$ cat src/rtl/idelay_pkg.sv
`default_nettype none
// ============================================================================
//  Package     : idelay_pkg
//  Description : Shared FSM encoding, tap width and sizing helper for the
//                IDELAY tap scheduler.
//  Revision    : 1.0 - initial release
// ============================================================================
package idelay_pkg;

    localparam int c_TAP_W = 5;

    typedef enum logic [2:0] {
        ST_IDLE    = 3'd0,
        ST_LOAD    = 3'd1,
        ST_HOLDOFF = 3'd2,
        ST_MEASURE = 3'd3,
        ST_REPORT  = 3'd4
    } state_t;

    // Bits needed to hold the value v, never less than one.
    function automatic int f_width(input int v);
        return (v < 2) ? 1 : $clog2(v + 1);
    endfunction

endpackage : idelay_pkg
`default_nettype wire

$ cat src/rtl/cycle_timer.sv
`default_nettype none
// ============================================================================
//  Module      : cycle_timer
//  Description : Loadable down-counter that stops at zero and flags it.
//  Revision    : 1.0 - initial release
// ============================================================================
module cycle_timer #(
    parameter int               WIDTH   = 8,
    parameter logic [WIDTH-1:0] RST_VAL = '0
) (
    input  logic             clk,
    input  logic             rstn,
    input  logic             i_load,
    input  logic [WIDTH-1:0] i_load_val,
    input  logic             i_dec,
    output logic             o_zero
);

    logic [WIDTH-1:0] r_cnt;

    // Load wins over decrement so a reload on the expiry cycle is never lost.
    always_ff @(posedge clk) begin
        if (!rstn) begin
            r_cnt <= RST_VAL;
        end else if (i_load) begin
            r_cnt <= i_load_val;
        end else if (i_dec && (r_cnt != '0)) begin
            r_cnt <= r_cnt - 1'b1;
        end
    end

    assign o_zero = (r_cnt == '0);

endmodule : cycle_timer
`default_nettype wire

$ cat src/rtl/idelay_tap_scheduler.sv
`default_nettype none
// ============================================================================
//  Module      : idelay_tap_scheduler
//  Description : Sweeps IDELAY taps, counts comparator errors per tap and
//                reports one (tap, count) result per tap with handshake.
//  Revision    : 1.0 - initial release
// ============================================================================
module idelay_tap_scheduler
    import idelay_pkg::*;
#(
    parameter int DELAY_TAPS       = 32,
    parameter int COUNT_WIDTH      = 24,
    parameter int HOLDOFF_TIME     = 100,
    parameter int MEASURE_TIME     = 10000,
    parameter int TRIGGER_INTERVAL = 50000000
) (
    input  logic                   CLK,
    input  logic                   RSTN,
    input  logic                   START,
    input  logic                   I_STB,
    input  logic                   I_ERR,
    output logic                   DLY_LD,
    output logic [5:0]             DLY_CNT,
    output logic                   O_STB,
    input  logic                   O_RDY,
    output logic [c_TAP_W-1:0]     O_TAP,
    output logic [COUNT_WIDTH-1:0] O_CNT,
    output logic                   BUSY,
    output logic                   DONE
);

    localparam int c_PH_MAX = (HOLDOFF_TIME > MEASURE_TIME) ? HOLDOFF_TIME : MEASURE_TIME;
    localparam int c_PH_W   = f_width(c_PH_MAX);
    localparam int c_TRIG_W = f_width(TRIGGER_INTERVAL);

    localparam logic [c_PH_W-1:0]   c_HOLD_LD  = c_PH_W'(HOLDOFF_TIME - 1);
    localparam logic [c_PH_W-1:0]   c_MEAS_LD  = c_PH_W'(MEASURE_TIME - 1);
    localparam logic [c_TRIG_W-1:0] c_TRIG_LD  = (TRIGGER_INTERVAL > 0) ?
                                                 c_TRIG_W'(TRIGGER_INTERVAL - 1) : '0;
    localparam logic [c_TAP_W-1:0]  c_LAST_TAP = c_TAP_W'(DELAY_TAPS - 1);

    state_t                   r_state;
    state_t                   w_state_nxt;
    logic [c_TAP_W-1:0]       r_tap;
    logic [COUNT_WIDTH-1:0]   r_cnt;
    logic                     r_done;

    logic                     w_ph_load;
    logic [c_PH_W-1:0]        w_ph_val;
    logic                     w_ph_dec;
    logic                     w_ph_zero;
    logic                     w_trig_load;
    logic                     w_trig_dec;
    logic                     w_trig_zero;
    logic                     w_trig_expire;
    logic                     w_tap_inc;
    logic                     w_tap_clr;
    logic                     w_cnt_clr;
    logic                     w_cnt_inc;
    logic                     w_done_nxt;

    // Shared by HOLDOFF and MEASURE; each phase reloads it with its length-1.
    cycle_timer #(
        .WIDTH      (c_PH_W),
        .RST_VAL    ('0)
    ) u_phase_timer (
        .clk        (CLK),
        .rstn       (RSTN),
        .i_load     (w_ph_load),
        .i_load_val (w_ph_val),
        .i_dec      (w_ph_dec),
        .o_zero     (w_ph_zero)
    );

    cycle_timer #(
        .WIDTH      (c_TRIG_W),
        .RST_VAL    (c_TRIG_LD)
    ) u_trig_timer (
        .clk        (CLK),
        .rstn       (RSTN),
        .i_load     (w_trig_load),
        .i_load_val (c_TRIG_LD),
        .i_dec      (w_trig_dec),
        .o_zero     (w_trig_zero)
    );

    generate
        if (TRIGGER_INTERVAL > 0) begin : g_trig_on
            assign w_trig_expire = w_trig_zero;
        end else begin : g_trig_off
            assign w_trig_expire = 1'b0;
        end
    endgenerate

    always_ff @(posedge CLK) begin
        if (!RSTN) begin
            r_state <= ST_IDLE;
        end else begin
            r_state <= w_state_nxt;
        end
    end

    always_comb begin
        w_state_nxt = r_state;
        w_ph_load   = 1'b0;
        w_ph_val    = '0;
        w_ph_dec    = 1'b0;
        w_trig_load = 1'b0;
        w_trig_dec  = 1'b0;
        w_tap_inc   = 1'b0;
        w_tap_clr   = 1'b0;
        w_cnt_clr   = 1'b0;
        w_cnt_inc   = 1'b0;
        w_done_nxt  = 1'b0;

        case (r_state)
            ST_IDLE: begin
                w_trig_dec = 1'b1;
                if (START || w_trig_expire) begin
                    w_state_nxt = ST_LOAD;
                    w_trig_load = 1'b1;
                    w_tap_clr   = 1'b1;
                end
            end
            ST_LOAD: begin
                w_state_nxt = ST_HOLDOFF;
                w_ph_load   = 1'b1;
                w_ph_val    = c_HOLD_LD;
            end
            ST_HOLDOFF: begin
                if (w_ph_zero) begin
                    w_state_nxt = ST_MEASURE;
                    w_ph_load   = 1'b1;
                    w_ph_val    = c_MEAS_LD;
                    w_cnt_clr   = 1'b1;
                end else begin
                    w_ph_dec    = 1'b1;
                end
            end
            ST_MEASURE: begin
                w_cnt_inc = I_STB & I_ERR;
                if (w_ph_zero) begin
                    w_state_nxt = ST_REPORT;
                end else begin
                    w_ph_dec    = 1'b1;
                end
            end
            ST_REPORT: begin
                if (O_RDY) begin
                    if (r_tap == c_LAST_TAP) begin
                        w_state_nxt = ST_IDLE;
                        w_tap_clr   = 1'b1;
                        w_done_nxt  = 1'b1;
                    end else begin
                        w_state_nxt = ST_LOAD;
                        w_tap_inc   = 1'b1;
                    end
                end
            end
            default: begin
                w_state_nxt = ST_IDLE;
            end
        endcase
    end

    // Tap returns to 0 at sweep end so DLY_CNT reads 0 whenever idle.
    always_ff @(posedge CLK) begin
        if (!RSTN) begin
            r_tap  <= '0;
            r_cnt  <= '0;
            r_done <= 1'b0;
        end else begin
            r_done <= w_done_nxt;
            if (w_tap_clr) begin
                r_tap <= '0;
            end else if (w_tap_inc) begin
                r_tap <= r_tap + 1'b1;
            end
            if (w_cnt_clr) begin
                r_cnt <= '0;
            end else if (w_cnt_inc && (r_cnt != {COUNT_WIDTH{1'b1}})) begin
                r_cnt <= r_cnt + 1'b1;
            end
        end
    end

    assign DLY_LD  = (r_state == ST_LOAD);
    assign DLY_CNT = {1'b0, r_tap};
    assign O_STB   = (r_state == ST_REPORT);
    assign O_TAP   = r_tap;
    assign O_CNT   = r_cnt;
    assign BUSY    = (r_state != ST_IDLE);
    assign DONE    = r_done;

endmodule : idelay_tap_scheduler
`default_nettype wire

$ cat config.mk
export PLATFORM = sky130hd
export DESIGN_NAME = idelay_tap_scheduler
export DESIGN_NICKNAME = d
export VERILOG_FILES = /design/src/rtl/idelay_pkg.sv /design/src/rtl/cycle_timer.sv /design/src/rtl/idelay_tap_scheduler.sv
export SDC_FILE = /design/constraint.sdc
export NUM_CORES = 1
export LEC_CHECK = 0
export BUFFER_PORTS_ARGS = -buffer_cell sky130_fd_sc_hd__buf_4
export CAP_MARGIN = 20
export CORE_UTILIZATION = 40
export CTS_CLUSTER_DIAMETER = 60
export DETAILED_ROUTE_END_ITERATION = 8
export GPL_TIMING_DRIVEN = 0
export SETUP_SLACK_MARGIN = 0.02
export SLEW_MARGIN = 20
export SYNTH_ARGS = -nofsm -noshare
export SYNTH_HDL_FRONTEND = slang
export SYNTH_SLANG_ARGS = --single-unit
$ cat constraint.sdc
create_clock -name CLK -period 4 [get_ports CLK]
set_input_delay 0 -clock CLK [delete_from_list [all_inputs] [get_ports CLK]]
set_output_delay 0 -clock CLK [all_outputs]
set_load 0.02 [all_outputs]
==> results.cfg <==
[run_status]
outcome = completed

[pwr]
cellPowerDensity_mw_per_mm2 = 495
peak_vdd_ir_uv = 417
static-leakage-power_uw = 0.00154

[grt]
grt.total_usage = 0.178
grt_first_pass_wirelength_um = 14300
grt_antenna_before_repair = 0
grt_max_degree = 12
overflow = 0
number_of_global_route_vias_before_repair = 3104

[timing]
timing_worst_slew_pin_value_ns = 0.660
report.final.slew_viol_count = 0
totalNegativeSetupSlack_ns = 0
finalWorstSetupSlack_ns = 0.990
clock.fmax_ghz = 0.332
unrepaired_setup_endpoints_after_global_routing = no
fin_worst_skew_ns = 0.00886
worst_slew_margin_rel = 0.558
setup-violations-final = 0
finalHoldViolCount = 0
min_period_over_period = 0.752
final_period_minus_worst_setup_slack_ns = 3.01

[clock_network]
clk_latency_ns = 0.34
cts_tree = yes
post-cts-setup-buffer-count = 0
library_cell_used_as_clock_root_buffer = sky130_fd_sc_hd__clkbuf_8
cts_bufs_inserted = 9
clock_tree.htree_level_count = 3
max-clock-path-buffers = 2
clock_sink_count = 73
worst_setup_hold_path_clk_slew_ns = 0.08

[synth]
syn-instance-count = 438
netlist-cell-type-count = 58
synth_commonest_cells = sky130_fd_sc_hd__dfxtp_1, sky130_fd_sc_hd__nor2_1, sky130_fd_sc_hd__xnor2_1, sky130_fd_sc_hd__nand3_1, sky130_fd_sc_hd__nand2_1
synth.top_cell.area_share = 0.389
syn_area_mm2 = 0.00376
netlist.top_cell.by_area = sky130_fd_sc_hd__dfxtp_1
synthesis.nets = 450
avgSynthCellArea_um2 = 8.59
seq_area_frac_synth = 0.389
main_synth_ff_type = sky130_fd_sc_hd__dfxtp_1
synthMostInstantiatedCell = sky130_fd_sc_hd__dfxtp_1
netlist_top_cells_area = sky130_fd_sc_hd__dfxtp_1, sky130_fd_sc_hd__xnor2_1, sky130_fd_sc_hd__nor2_1, sky130_fd_sc_hd__or4_1, sky130_fd_sc_hd__nand3_1
synth.yosys.warnings = 0
edff_count_synth = 0
postSynth.asyncResetShare = 0
flip_flop_and_latch_count_after_synthesis = 73

[floorplanning]
design.core.area_mm2 = 0.00915
std_cell_rows = 35
die_area_mm2 = 0.00979
initial_utilization = 0.411
die_w_um = 99.0
boundaryPins = 45
y_dimension_of_the_die_um = 99.0

[detailed_routing]
wl_per_cell_um = 13.7
routed_wl_um = 8320
via_per_inst = 5.59
first_iter_violations = 114
vias = 3402
drt_drc_violations_left = 0
antenna_left = 0
detailedRoute.firstPassIterationCount = 4

[placed_design]
dpl.hpwl_um = 5940
post_place_setup_slack_ns = 0.973
number_of_input_and_output_port_buffers_inserted = 42
gpl.final_weighted_congestion = 0.782

[final_layout]
syn2layout_area_growth_pct = 18.0
design.final.nets = 505
antenna-diode-count = 0
layout-drive-gt1-share = 0.175

[hold_path]
worstHoldStart = RSTN
hold_path_class = primary input to register

[worst_setup_path]
timing.rr.start = u_phase_timer.r_cnt[0]
critical_path.cell_chain = inv_1 > ha_1 > or4b_2 > nor4_4 > nor3b_2 > nand2b_1 > buf_2 > buf_2 > nor2_1
crit_type = register to register
worst-endpoint-arrival_ns = 3.23
cp_max_fanout = 10
critical_path_buf_inv_count = 3
crit_path_frequent_cell = sky130_fd_sc_hd__buf_2
critical-path-max-stage-delay_ns = 0.63
cp_slowest_cell = sky130_fd_sc_hd__or4b_2
critPathTopFamily = simple AND/OR/NAND/NOR gates
crit_required_ns = 4.22
endpoint_kind = register
worstSetupStartpoint = u_phase_timer.r_cnt[0]
start_kind = register

[job]
maxCapViolations = 0
-- worst min-delay path: stages --
cell,delay [ns]
sky130_fd_sc_hd__clkbuf_1,0.22
sky130_fd_sc_hd__nand2_1,0.13
sky130_fd_sc_hd__nor2_1,0.04
-- flip-flops by register name, summed over array words and instances (netlist names) --
signal               flops
O_CNT                   24
u_trig_timer.r_cnt      26
r_state                  3
u_phase_timer.r_cnt     14
DONE                     1
O_TAP                    5
-- logic make-up (layout without fill, tap and decap cells) --
kind of cell	count (synthesis)	in the layout	synth area share
other cells	1	1	0.000997
flops	73	73	0.389
simple gates	199	199	0.299
mux	2	2	0.00532
fa+ha+maj	6	6	0.0200
compound gates	83	83	0.156
xor+xnor	32	32	0.0745
buf+inv	42	102	0.0559
-- final cells by class --
type | count | area, um^2
multi-input combinational | 323 | 2090
clock buffer | 13 | 139
inverter | 13 | 48.8
timing repair buffer | 44 | 335
sequential | 73 | 1460
clock inverter | 3 | 65.1
buffer | 29 | 161
fill | 898 | 4710
tap | 111 | 139
-- path summary, 6_finish.rpt --
kind / end / cells past startpoint / slack, ns
max: O_CNT[10] / 9 / 0.99
min: DONE / 3 / 0.09
max reg2reg: O_CNT[10] / 9 / 0.99
min reg2reg: u_phase_timer.r_cnt[5] / 1 / 0.48
-- placed cells by master, fill, tap and decap left out, types with 4 or more instances in the layout --
master,n
sky130_fd_sc_hd__xnor2_1,29
sky130_fd_sc_hd__a21oi_1,15
sky130_fd_sc_hd__a311oi_1,11
sky130_fd_sc_hd__clkbuf_1,16
sky130_fd_sc_hd__nor2_1,51
sky130_fd_sc_hd__or2_2,4
sky130_fd_sc_hd__a211oi_1,7
sky130_fd_sc_hd__and3_1,4
sky130_fd_sc_hd__dfxtp_1,73
sky130_fd_sc_hd__ha_1,6
sky130_fd_sc_hd__o21ai_0,14
sky130_fd_sc_hd__nand3_1,24
sky130_fd_sc_hd__clkbuf_8,9
sky130_fd_sc_hd__or3_1,8
sky130_fd_sc_hd__or4b_2,4
sky130_fd_sc_hd__nand4_1,11
sky130_fd_sc_hd__buf_2,6
sky130_fd_sc_hd__nor4_1,15
sky130_fd_sc_hd__nand2_1,20
sky130_fd_sc_hd__o41ai_1,5
sky130_fd_sc_hd__buf_4,48
sky130_fd_sc_hd__o31ai_1,10
sky130_fd_sc_hd__a31oi_1,5
sky130_fd_sc_hd__inv_1,11
sky130_fd_sc_hd__nor3_1,15
sky130_fd_sc_hd__or4_1,17
sky130_fd_sc_hd__and4_1,4
-- metrics by stage --
step                      area (um^2)  hold WS [ns]  total power [uW]  cells  utilization
after global routing             4440         0.117              2350    609        0.485
final                            4440        0.0851              2200    609        0.485
after CTS                        4440        0.0857              2220    609        0.485
after detailed placement         4220         0.355              1590    591        0.461
after global placement           4220         0.348              1580    591        0.461
after floorplan                  3760         0.202              1430    438            -
-- where the power goes --
group | internal [uW] | switching, uW | total (uW)
Clock | 352 | 270 | 622
Sequential | 799 | 67.9 | 867
Combinational | 275 | 433 | 707
-- per-layer routing --
metal  part of all wire  track usage  wire length (um)
met1               0.49        0.232              4050
met2               0.46        0.301              3860
met3              0.042       0.0426               353
met4             0.0076       0.0390                63
met5                  0            0                 0
-- repair_timing --
action	4_1_cts	5_1_grt
hold endpoints to repair	2	0
resized for setup	0	0
hold buffers	2	0
No activity file was read; power rests on OpenSTA's default activity.
